[config.mk]
export PLATFORM = sky130hd
export DESIGN_NAME = ppu_write_buffer_flat
export DESIGN_NICKNAME = d
export VERILOG_FILES = /design/src/rtl/ppu_pkg.sv /design/src/rtl/ppu_write_buffer_if.sv /design/src/rtl/ppu_write_buffer_wb_fifo.sv /design/src/rtl/ppu_write_buffer.sv /design/src/flat_wrapper.sv
export SDC_FILE = /design/constraint.sdc
export NUM_CORES = 1
export LEC_CHECK = 0
export CAP_MARGIN = 25
export CORE_ASPECT_RATIO = 0.5
export CORE_MARGIN = 3
export CORE_UTILIZATION = 45
export DETAILED_ROUTE_END_ITERATION = 16
export PLACE_DENSITY = 0.69
export SYNTH_ARGS = -nofsm -noshare
export SYNTH_HDL_FRONTEND = slang
export SYNTH_HIERARCHICAL = 1
export SYNTH_SLANG_ARGS = --single-unit
[constraint.sdc]
create_clock -name clk -period 4.9 [get_ports clk]
set_input_delay 0.98 -clock clk [delete_from_list [all_inputs] [get_ports clk]]
set_output_delay 0.98 -clock clk [all_outputs]
set_load 0.01 [all_outputs]
[src/rtl/ppu_pkg.sv]
// Shared PPU definitions: raster timing, host address map and write-buffer types.
package ppu_pkg;

    localparam int VACTIVE = 480;
    localparam int VTOTAL  = 525;

    localparam logic [15:0] ATTR_BASE   = 16'h0000;
    localparam logic [15:0] SPRITE_BASE = 16'h0100;
    localparam logic [15:0] COLOR_BASE  = 16'h0200;
    localparam logic [15:0] CTRL_COMMIT = 16'h8000;

    typedef enum logic {
        IDLE  = 1'b0,
        DRAIN = 1'b1
    } wb_state_t;

    typedef struct packed {
        logic [15:0] addr;
        logic [31:0] data;
    } wb_entry_t;

endpackage

[src/rtl/ppu_write_buffer_if.sv]
// Avalon-MM host port of the write buffer: master is the host, slave is the buffer.
interface ppu_write_buffer_if;

    logic        chipselect;
    logic        write;
    logic        read;
    logic [15:0] address;
    logic [31:0] writedata;
    logic [31:0] readdata;

    modport master (
        output chipselect, write, read, address, writedata,
        input  readdata
    );

    modport slave (
        input  chipselect, write, read, address, writedata,
        output readdata
    );

endinterface

[src/rtl/ppu_write_buffer_wb_fifo.sv]
// wb_fifo: synchronous FIFO of wb_entry_t with exposed pointers and occupancy.
// Latency: a push is visible on rd_data/count the next cycle; rd_data is the head, combinational.
// Backpressure: a push while full is dropped, a pop while empty is ignored; simultaneous push/pop keep count.
module wb_fifo
    import ppu_pkg::*;
#(
    parameter int DEPTH = 16,
    localparam int PTR_W = $clog2(DEPTH)
) (
    input  logic             clk,
    input  logic             clr_n,
    input  logic             push,
    input  wb_entry_t        push_data,
    input  logic             pop,
    output logic             full,
    output logic             empty,
    output logic [PTR_W:0]   count,
    output logic [PTR_W-1:0] wr_ptr,
    output logic [PTR_W-1:0] rd_ptr,
    output wb_entry_t        rd_data
);

    localparam logic [PTR_W-1:0] PTR_ONE  = {{(PTR_W-1){1'b0}}, 1'b1};
    localparam logic [PTR_W:0]   CNT_ONE  = {{PTR_W{1'b0}}, 1'b1};
    localparam logic [PTR_W:0]   CNT_FULL = {1'b1, {PTR_W{1'b0}}};

    wb_entry_t mem [DEPTH];
    logic      do_push;
    logic      do_pop;

    assign full    = (count == CNT_FULL);
    assign empty   = (count == '0);
    // Full is judged on the registered count, so a same-cycle pop never admits a push.
    assign do_push = push & ~full;
    assign do_pop  = pop & ~empty;
    assign rd_data = mem[rd_ptr];

    always_ff @(posedge clk or negedge clr_n) begin
        if (!clr_n) begin
            wr_ptr <= '0;
            rd_ptr <= '0;
            count  <= '0;
        end else begin
            if (do_push) begin
                wr_ptr <= wr_ptr + PTR_ONE;
            end
            if (do_pop) begin
                rd_ptr <= rd_ptr + PTR_ONE;
            end
            case ({do_push, do_pop})
                2'b10:   count <= count + CNT_ONE;
                2'b01:   count <= count - CNT_ONE;
                default: count <= count;
            endcase
        end
    end

    always_ff @(posedge clk) begin
        if (do_push) begin
            mem[wr_ptr] <= push_data;
        end
    end

endmodule

[src/rtl/ppu_write_buffer.sv]
// ppu_write_buffer: queues host table writes, replays them to the PPU one per cycle during vertical blank; PPU_WB_COMMIT_EN limits draining to committed batches.
// Latency: an eligible entry pushed in cycle T is on ppu_write in T+2; status readdata is valid the cycle after the read.
// Backpressure: none from the PPU; host pushes into a full queue are dropped and set the sticky overflow flag.
module ppu_write_buffer #(
    parameter int DEPTH   = 16,
    parameter int VACTIVE = ppu_pkg::VACTIVE
) (
    input  logic                clk,
    input  logic                reset_n,
    ppu_write_buffer_if.slave   host,
    input  logic [9:0]          vcount,
    output logic                ppu_chipselect,
    output logic                ppu_write,
    output logic [15:0]         ppu_address,
    output logic [31:0]         ppu_writedata
);

    import ppu_pkg::*;

    localparam int         PTR_W       = $clog2(DEPTH);
    localparam logic [9:0] VBLANK_LINE = 10'(VACTIVE);

    wb_state_t        state;
    wb_state_t        state_n;
    wb_entry_t        push_data;
    wb_entry_t        rd_data;
    logic [PTR_W:0]   count;
    logic [PTR_W-1:0] wr_ptr;
    logic [PTR_W-1:0] rd_ptr;
    logic             full;
    logic             empty;
    logic             push;
    logic             pop;
    logic             commit_wr;
    logic             status_rd;
    logic             overflow;
    logic             vblank;
    logic             eligible;
    logic             commit_valid;

    assign vblank    = (vcount >= VBLANK_LINE);
    assign push      = host.chipselect & host.write & ~host.address[15];
    assign commit_wr = host.chipselect & host.write & (host.address == CTRL_COMMIT);
    assign status_rd = host.chipselect & host.read & host.address[15];
    assign push_data = {host.address, host.writedata};

    wb_fifo #(.DEPTH(DEPTH)) u_fifo (
        .clk       (clk),
        .clr_n     (reset_n),
        .push      (push),
        .push_data (push_data),
        .pop       (pop),
        .full      (full),
        .empty     (empty),
        .count     (count),
        .wr_ptr    (wr_ptr),
        .rd_ptr    (rd_ptr),
        .rd_data   (rd_data)
    );

`ifdef PPU_WB_COMMIT_EN
    localparam logic [PTR_W-1:0] PTR_ONE = {{(PTR_W-1){1'b0}}, 1'b1};

    logic [PTR_W-1:0] commit_ptr;
    logic [PTR_W-1:0] commit_ptr_n;
    logic             commit_valid_n;

    // A commit that lands while its last entry is being popped must not leave a stale batch open.
    always_comb begin
        commit_ptr_n   = commit_ptr;
        commit_valid_n = commit_valid;
        if (commit_wr && !empty) begin
            commit_ptr_n   = wr_ptr;
            commit_valid_n = 1'b1;
        end
        if (pop && ((rd_ptr + PTR_ONE) == commit_ptr_n)) begin
            commit_valid_n = 1'b0;
        end
    end

    always_ff @(posedge clk or negedge reset_n) begin
        if (!reset_n) begin
            commit_ptr   <= '0;
            commit_valid <= 1'b0;
        end else begin
            commit_ptr   <= commit_ptr_n;
            commit_valid <= commit_valid_n;
        end
    end

    assign eligible = commit_valid & ~empty;
`else
    logic unused_commit;

    assign commit_valid  = 1'b0;
    assign eligible      = ~empty;
    assign unused_commit = ^{commit_wr, wr_ptr, rd_ptr};
`endif

    always_ff @(posedge clk or negedge reset_n) begin
        if (!reset_n) begin
            state <= IDLE;
        end else begin
            state <= state_n;
        end
    end

    // Popping in the cycle IDLE decides to drain keeps the push-to-strobe latency at two cycles.
    always_comb begin
        state_n = state;
        pop     = 1'b0;
        case (state)
            IDLE: begin
                if (vblank && eligible) begin
                    pop     = 1'b1;
                    state_n = DRAIN;
                end
            end
            DRAIN: begin
                if (vblank && eligible) begin
                    pop = 1'b1;
                end else begin
                    state_n = IDLE;
                end
            end
            default: state_n = IDLE;
        endcase
    end

    always_ff @(posedge clk or negedge reset_n) begin
        if (!reset_n) begin
            ppu_chipselect <= 1'b0;
            ppu_write      <= 1'b0;
            ppu_address    <= '0;
            ppu_writedata  <= '0;
        end else begin
            ppu_chipselect <= pop;
            ppu_write      <= pop;
            ppu_address    <= pop ? rd_data.addr : '0;
            ppu_writedata  <= pop ? rd_data.data : '0;
        end
    end

    // A read reports the flag as it stood and clears it; a simultaneous drop re-arms it.
    always_ff @(posedge clk or negedge reset_n) begin
        if (!reset_n) begin
            overflow      <= 1'b0;
            host.readdata <= '0;
        end else begin
            overflow <= (overflow & ~status_rd) | (push & full);
            if (status_rd) begin
                host.readdata <= {20'b0, overflow, vblank, commit_valid, 9'(count)};
            end
        end
    end

endmodule

[src/flat_wrapper.sv]
// flat-port wrapper written by rule: the top's interface ports become plain ports
module ppu_write_buffer_flat import ppu_pkg::*;
#(
    parameter int DEPTH   = 16,
    parameter int VACTIVE = ppu_pkg::VACTIVE
)
  (clk, reset_n, vcount, ppu_chipselect, ppu_write, ppu_address, ppu_writedata, host_chipselect, host_write, host_read, host_address, host_writedata, host_readdata);
  ppu_write_buffer_if host_i ();
  input  logic clk;
  input  logic reset_n;
  input  logic [9:0] vcount;
  output logic ppu_chipselect;
  output logic ppu_write;
  output logic [15:0] ppu_address;
  output logic [31:0] ppu_writedata;
  input wire logic [$bits(host_i.chipselect)-1:0] host_chipselect;
  input wire logic [$bits(host_i.write)-1:0] host_write;
  input wire logic [$bits(host_i.read)-1:0] host_read;
  input wire logic [$bits(host_i.address)-1:0] host_address;
  input wire logic [$bits(host_i.writedata)-1:0] host_writedata;
  output wire logic [$bits(host_i.readdata)-1:0] host_readdata;
  assign host_i.chipselect = host_chipselect;
  assign host_i.write = host_write;
  assign host_i.read = host_read;
  assign host_i.address = host_address;
  assign host_i.writedata = host_writedata;
  assign host_readdata = host_i.readdata;
  ppu_write_buffer #(.DEPTH(DEPTH), .VACTIVE(VACTIVE)) u_core (.clk(clk), .reset_n(reset_n), .host(host_i), .vcount(vcount), .ppu_chipselect(ppu_chipselect), .ppu_write(ppu_write), .ppu_address(ppu_address), .ppu_writedata(ppu_writedata));
endmodule
==> results.sh, run 1 <==
export IMPL_p_leak_nw=12.55
export IMPL_yosys_cell_types_count=42
export IMPL_synth_seq_area_share_pct=75.71
export IMPL_synthesis_yosys_warnings=6
export IMPL_place_ws_ns=0.9209
export IMPL_finalSetupViolCount=0
export IMPL_synth_compound_area_share_pct=5.264
export IMPL_track_usage_pct=17.85
export IMPL_outcome="finished clean"
export IMPL_yosys_mux_area_fraction_pct=12.98
export IMPL_final_hold_violation_count=0
export IMPL_cts_max_path_buffers=3
export IMPL_grt_start_max_net_pins=63
export IMPL_grt_antenna_before_repair=2
export IMPL_via_per_inst=5.628
export IMPL_tightest_slew_ns=0.9919
export IMPL_synth_cells=1674
export IMPL_io_pins=145
export IMPL_hold_buffers=0
export IMPL_clk_pin_slew_worst_paths_ns=0.06
export IMPL_cts_htree_levels=3
export IMPL_synthesis_area_um2=32780
export IMPL_timing_setup_tns_ns=0
export IMPL_average_wire_per_cell_in_the_routed_design_um=23.97
export IMPL_cts_root_buf="clkbuf_16"
export IMPL_detail_route_drc_violations=0
export IMPL_gpl_wtd_cong=0.7471
export IMPL_place_hpwl_um=36410
export IMPL_rows=69
export IMPL_min_path_type="primary input to asynchronous set/reset pin"
export IMPL_peakVddDrop_mv=0.4067
export IMPL_critPathMaxFanout=5
export IMPL_grt_setup_unrepaired="false"
export IMPL_cts_resized=0
export IMPL_final_period_utilization_pct=68.52
export IMPL_port_buffer_count=114
export IMPL_synthSimpleGateAreaFrac_pct=3.035
export IMPL_antenna_violating_nets_post_route=0
export IMPL_grt_pass1_wl_um=102600
export IMPL_finish_net_count=1888
export IMPL_grt_remaining_overflow=0
export IMPL_fraction_of_layout_instances_using_a_drive_strength_above_1_pct=21.79
export IMPL_cts_post_setup_buffers_inserted=0
export IMPL_grt_pass1_vias=16107
export IMPL_synth_xor_area_share_pct=0.2672
export IMPL_ys_ff_latch=838
export IMPL_floorplan_die_width_um=387.7
export IMPL_layout_common_cells="edfxtp_1, mux2i_1, clkdlybuf4s50_1"
export IMPL_cts_tree="yes"
export IMPL_category_of_the_critical_setup_timing_path="primary input to flop"
export IMPL_post_synth_cell_area_avg_um2=19.58
export IMPL_detailedRoute_firstPassIterationCount=5
export IMPL_numClockSinks=838
export IMPL_p_per_area_nw_per_um2=535.5
export IMPL_tritoncts_num_buffers=75
export IMPL_timing_clock_skew_ns=0.02151
export IMPL_element_type_at_the_critical_path_end="flop"
export IMPL_post_route_min_period_ns=3.357
export IMPL_cp_start_kind="primary input"
export IMPL_drt_wl_total_um=68010
export IMPL_postLayoutSetupSlackWorst_ns=1.543
export IMPL_floorplan_core_area_um2=71570
export IMPL_synth_adder_area_share_pct=0.4046
export IMPL_fmax_ghz=0.2979
export IMPL_die_y_um=196.8
export IMPL_slew_viol_final=0
export IMPL_synth_top_family_by_area="multiplexers"
export IMPL_mostFrequentLayoutCell="edfxtp_1"
export IMPL_clock_insertion_delay_worst_skew_ns=0.62
export IMPL_worst_slew_margin_rel_pct=33.87
export IMPL_floorplan_die_area_um2=76310
export IMPL_cp_required_ns=5.39
export IMPL_drv_cap=0
export IMPL_worstPathArrival_ns=3.85
export IMPL_area_growth_synth_to_final_pct=14.69
export IMPL_drtIter0Drc=1540
export IMPL_detailroute_via_count=15966
export IMPL_initial_utilization_pct=45.80
[report_power, final]
group,internal (mW),switching [mW]
registers,8.22,0.520
logic,2.66,2.97
clock network,3.26,2.51
total,14.1,5.99
[path summary, 6_finish.rpt]
check / depth (start not counted) / slack [ns] / to / from
hold reg to reg: 1 / 0.50 / u_core/overflow$_DFF_PN0_ / u_core/overflow$_DFF_PN0_
min in group clk: 1 / 0.50 / u_core/overflow$_DFF_PN0_ / u_core/overflow$_DFF_PN0_
max in group asynchronous: 2 / 3.65 / u_core/ppu_address[1]$_DFF_PN0_ / reset_n
setup / recovery: 12 / 1.54 / u_core/u_fifo/count[4]$_DFFE_PN0P_ / vcount[8]
hold / removal: 1 / 0.35 / u_core/ppu_writedata[21]$_DFF_PN0_ / reset_n
setup reg to reg: 12 / 1.84 / u_core/u_fifo/count[4]$_DFFE_PN0P_ / u_core/u_fifo/count[0]$_DFFE_PN0P_
[cell usage after synthesis (all sizes together)]
library cell,count,area [µm²]
a22o,1,8.760
nand3,3,20.02
fa,1,20.02
o21ai,100,500.5
mux4,96,2162
a22oi,48,360.4
a21o,1,7.510
ha,9,112.6
buf,90,610.6
and3b,1,8.760
and2,2,12.51
nor4,1,6.260
xnor2,7,61.31
nand4,1,6.260
mux2,55,619.3
or3b,1,8.760
nand2,58,217.7
xor2,3,26.28
a21oi,50,250.2
nor3b,48,600.6
mux2i,146,1474
a41oi,1,27.53
nand2b,3,18.77
conb,1,3.750
clkbuf,31,118.9
inv,9,33.78
nor2,13,48.80
nor2b,3,18.77
dfrtp,70,1752
and2b,1,7.510
edfxtp,768,23060
a221oi,48,570.6
nor3,4,20.02
[per-stage QoR]
| step | hold WS, ns | cell area (µm²) | util, % | instances | total power, mW |
|---|---|---|---|---|---|
| CTS | 0.3455 | 37590 | 52.52 | 2835 | 20.33 |
| floorplan | 0.4620 | 32890 | - | 1698 | 12.72 |
| global placement | 0.4823 | 35170 | 49.13 | 2696 | 14.49 |
| global route | 0.3773 | 37590 | 52.52 | 2837 | 21.06 |
| finish | 0.3522 | 37590 | 52.52 | 2837 | 20.13 |
| detailed placement | 0.4893 | 35170 | 49.13 | 2696 | 14.55 |
[routing by layer]
| layer | share of wire (%) | vias up | global-route usage, % |
|---|---|---|---|
| met4 | 1.4 | 0 | 4.245 |
| met5 | 0 | - | 0 |
| met1 | 45 | 8470 | 25.83 |
| met2 | 49 | 435 | 28.82 |
| li1 | - | 6998 | - |
| met3 | 4.9 | 63 | 2.797 |
[state kept, by name, indices dropped and copies added, names as in the netlist]
name                  flops
u_core/ppu_write          1
u_core/u_fifo/wr_ptr      4
u_core/u_fifo/rd_ptr      4
u_core/overflow           1
u_core/ppu_address       16
u_core/ppu_writedata     32
u_core/u_fifo/mem       768
u_core/u_fifo/count       5
u_core/host.readdata      7
[cell type report]
class,count,area (µm²)
repair buffers,161,1667
multi-input cells,730,7440
flip-flops and latches,838,24830
fillers,5496,33980
diodes,2,5.005
clock buffers,103,2116
inverters,9,33.78
well taps,958,1199
clock inverters,36,305.3
[cell families (layout without fill, tap and decap cells)]
| group | Yosys count | after routing |
|---|---|---|
| compound gates | 249 | 249 |
| xor+xnor | 10 | 10 |
| fa+ha+maj | 10 | 10 |
| buf+inv | 130 | 309 |
| flops | 838 | 838 |
| mux | 297 | 297 |
| other cells | 1 | 27 |
| simple gates | 139 | 139 |
[critical path: stages]
cell and delay (ns):
clkdlybuf4s50_1 0.50, a41oi_4 0.20, nor2_1 0.16, nor2b_1 0.38
ha_1 0.31, inv_1 0.10, fa_1 0.41, nor2b_1 0.11
o21ai_0 0.10, nand3_1 0.09, or3b_1 0.37, xnor2_1 0.14
(Power assumes the default switching activity.)
==> run 2, diff against run 1 <==
--- a/config.mk
+++ b/config.mk
@@ -10,7 +10,7 @@
 export CORE_MARGIN = 3
 export CORE_UTILIZATION = 45
 export DETAILED_ROUTE_END_ITERATION = 16
-export PLACE_DENSITY = 0.69
+export PLACE_DENSITY = 0.66
 export SYNTH_ARGS = -nofsm -noshare
 export SYNTH_HDL_FRONTEND = slang
 export SYNTH_HIERARCHICAL = 1
==> constraint.sdc (replaced) <==
create_clock -name clk -period 3.19 [get_ports clk]
set_input_delay 0.638 -clock clk [delete_from_list [all_inputs] [get_ports clk]]
set_output_delay 0.638 -clock clk [all_outputs]
set_load 0.01 [all_outputs]
==> results.sh, run 2 (same netlist as run 1, synthesis figures left out) <==
export IMPL_outcome="finished clean"
export IMPL_p_leak_nw=12.71
export IMPL_final_period_utilization_pct=89.06
export IMPL_cts_tree="yes"
export IMPL_rows=69
export IMPL_insertedDiodeCount=0
export IMPL_multi_input_area_um2=7446
export IMPL_timing_clock_skew_ns=0.01794
export IMPL_antenna_violating_nets_post_route=0
export IMPL_grt_antenna_before_repair=0
export IMPL_area_growth_synth_to_final_pct=15.88
export IMPL_port_buffer_count=114
export IMPL_detailroute_via_count=15881
export IMPL_critical_path_top_delay_family="simple AND/OR/NAND/NOR gates"
export IMPL_fmax_ghz=0.3520
export IMPL_crit_path_cell_trace="nor4_2 > and2b_4 > nor2_1 > nor2b_1 > ha_1 > ha_1 > nor2b_1 > o21ai_0 > a21oi_1 > or3b_1 > xnor2_1"
export IMPL_grt_setup_unrepaired="false"
export IMPL_timing_setup_tns_ns=0
export IMPL_timing_critical_path_slowest_stage_cell="dfrtp_1"
export IMPL_largest_register_ffs=768
export IMPL_cts_max_path_buffers=3
export IMPL_gpl_wtd_cong=0.7376
export IMPL_worst_slew_margin_rel_pct=39.01
export IMPL_drt_wl_total_um=67770
export IMPL_grt_pass1_wl_um=103200
export IMPL_fraction_of_layout_instances_using_a_drive_strength_above_1_pct=22.61
export IMPL_track_usage_pct=17.91
export IMPL_detailedRoute_firstPassIterationCount=5
export IMPL_floorplan_core_area_um2=71570
export IMPL_fillers=5481
export IMPL_p_per_area_nw_per_um2=817.7
export IMPL_critPathMaxFanout=4
export IMPL_drtIter0Drc=1390
export IMPL_fin_cells=2860
export IMPL_cts_post_setup_buffers_inserted=0
export IMPL_worstPathArrival_ns=3.33
export IMPL_dp_cells=2722
export IMPL_cp_required_ns=3.68
export IMPL_slew_viol_final=0
export IMPL_register_area_um2=24830
export IMPL_initial_utilization_pct=45.80
export IMPL_grt_start_max_net_pins=58
export IMPL_clock_insertion_delay_worst_skew_ns=0.61
export IMPL_floorplan_die_width_um=387.7
export IMPL_timing_critical_path_buf_inv=0
export IMPL_numClockSinks=838
export IMPL_die_y_um=196.8
export IMPL_grt_pass1_vias=16402
export IMPL_mostFrequentLayoutCell="edfxtp_1"
export IMPL_element_type_at_the_critical_path_end="flop"
export IMPL_grt_remaining_overflow=0
export IMPL_registers_top_by_ff_count="u_core/u_fifo/mem"
export IMPL_tightest_slew_ns=0.9149
export IMPL_peakVddDrop_mv=0.6516
export IMPL_hold_worst_slack_ns=0.5042
export IMPL_post_route_min_period_ns=2.841
export IMPL_largest_registers="u_core/u_fifo/mem (768), u_core/ppu_writedata (32), u_core/ppu_address (16)"
export IMPL_clk_pin_slew_worst_paths_ns=0.07
export IMPL_min_path_type="flop to flop"
export IMPL_cts_root_buf="clkbuf_16"
export IMPL_cp_start_kind="flop"
export IMPL_via_per_inst=5.553
export IMPL_tritoncts_num_buffers=75
export IMPL_place_hpwl_um=37450
export IMPL_category_of_the_critical_setup_timing_path="flop to flop"
export IMPL_drv_cap=0
export IMPL_floorplan_die_area_um2=76310
export IMPL_stage_delay_of_the_slowest_cell_on_the_critical_path_ns=0.43
export IMPL_layout_common_cells="edfxtp_1, mux2i_1, clkdlybuf4s50_1"
export IMPL_average_wire_per_cell_in_the_routed_design_um=23.70
export IMPL_io_pins=145
export IMPL_finish_net_count=1915
export IMPL_detail_route_drc_violations=0
export IMPL_finalSetupViolCount=0
export IMPL_final_hold_violation_count=0
export IMPL_cts_htree_levels=3
## run 2: cell count changes in the layout (fill, tap and decap cells not counted), sizes merged
cell	previous run	this run
diode	2	0
clkbuf	103	112
clkinv	29	17
bufinv	4	2
buf	48	74
inv	12	15
dlygate4sd3	0	1
## run 2: final cells by class
class / instances / share of cell area [%]
timing repair buffer: 188 / 5.587
clock inverter: 25 / 0.5403
multi-input combinational: 730 / 19.60
clock buffer: 112 / 5.656
sequential: 838 / 65.37
tap: 958 / 3.156
inverter: 9 / 0.08895
## run 2: repair_timing
item,CTS,global route
endpoints found under the hold margin,14,0
hold buffers,1,0
setup endpoints to repair,0,1
gates resized for setup,0,1
## run 2: final timing paths
path	slack (ns)	cells past startpoint	from	end
max in group asynchronous	1.90	3	reset_n	u_core/ppu_writedata[30]$_DFF_PN0_
min	0.50	1	u_core/host.readdata[11]$_DFFE_PN0P_	u_core/host.readdata[11]$_DFFE_PN0P_
max reg2reg	0.35	11	u_core/u_fifo/count[1]$_DFFE_PN0P_	u_core/u_fifo/count[4]$_DFFE_PN0P_
min reg2reg	0.50	1	u_core/host.readdata[11]$_DFFE_PN0P_	u_core/host.readdata[11]$_DFFE_PN0P_
min in group asynchronous	0.54	2	reset_n	u_core/ppu_writedata[17]$_DFF_PN0_
max	0.35	11	u_core/u_fifo/count[1]$_DFFE_PN0P_	u_core/u_fifo/count[4]$_DFFE_PN0P_
## run 2: worst reg2reg max path, stage by stage, from the launching register on
cell and delay, ns:
dfrtp_1 0.43, nor4_2 0.38, and2b_4 0.23, nor2_1 0.05
nor2b_1 0.16, ha_1 0.22, ha_1 0.29, nor2b_1 0.13
o21ai_0 0.23, a21oi_1 0.10, or3b_1 0.37, xnor2_1 0.14
## run 2: where the power goes
| group | switching (mW) | internal [mW] |
|---|---|---|
| Clock | 3.83 | 4.86 |
| Sequential | 0.523 | 12.6 |
| Combinational | 4.83 | 4.38 |
## run 2: layer usage
metal / GRT usage [%] / up-vias / part of all wire, %
li1: - / 7066 / -
met1: 25.83 / 8351 / 45
met2: 28.89 / 386 / 48
met3: 2.772 / 78 / 4.9
met4: 4.557 / 0 / 1.9
met5: 0 / - / 0
## run 2: metrics by stage
stage	power, mW	utilization (%)	cell area (µm²)	setup slack (ns)
after CTS	31.39	53.06	37970	0.2495
after floorplan	19.54	-	32890	-0.5731
after global placement	22.60	49.76	35610	-0.1470
final	31.06	53.07	37980	0.3491
after global routing	32.54	53.07	37980	0.1043
after detailed placement	22.69	49.76	35610	-0.1567
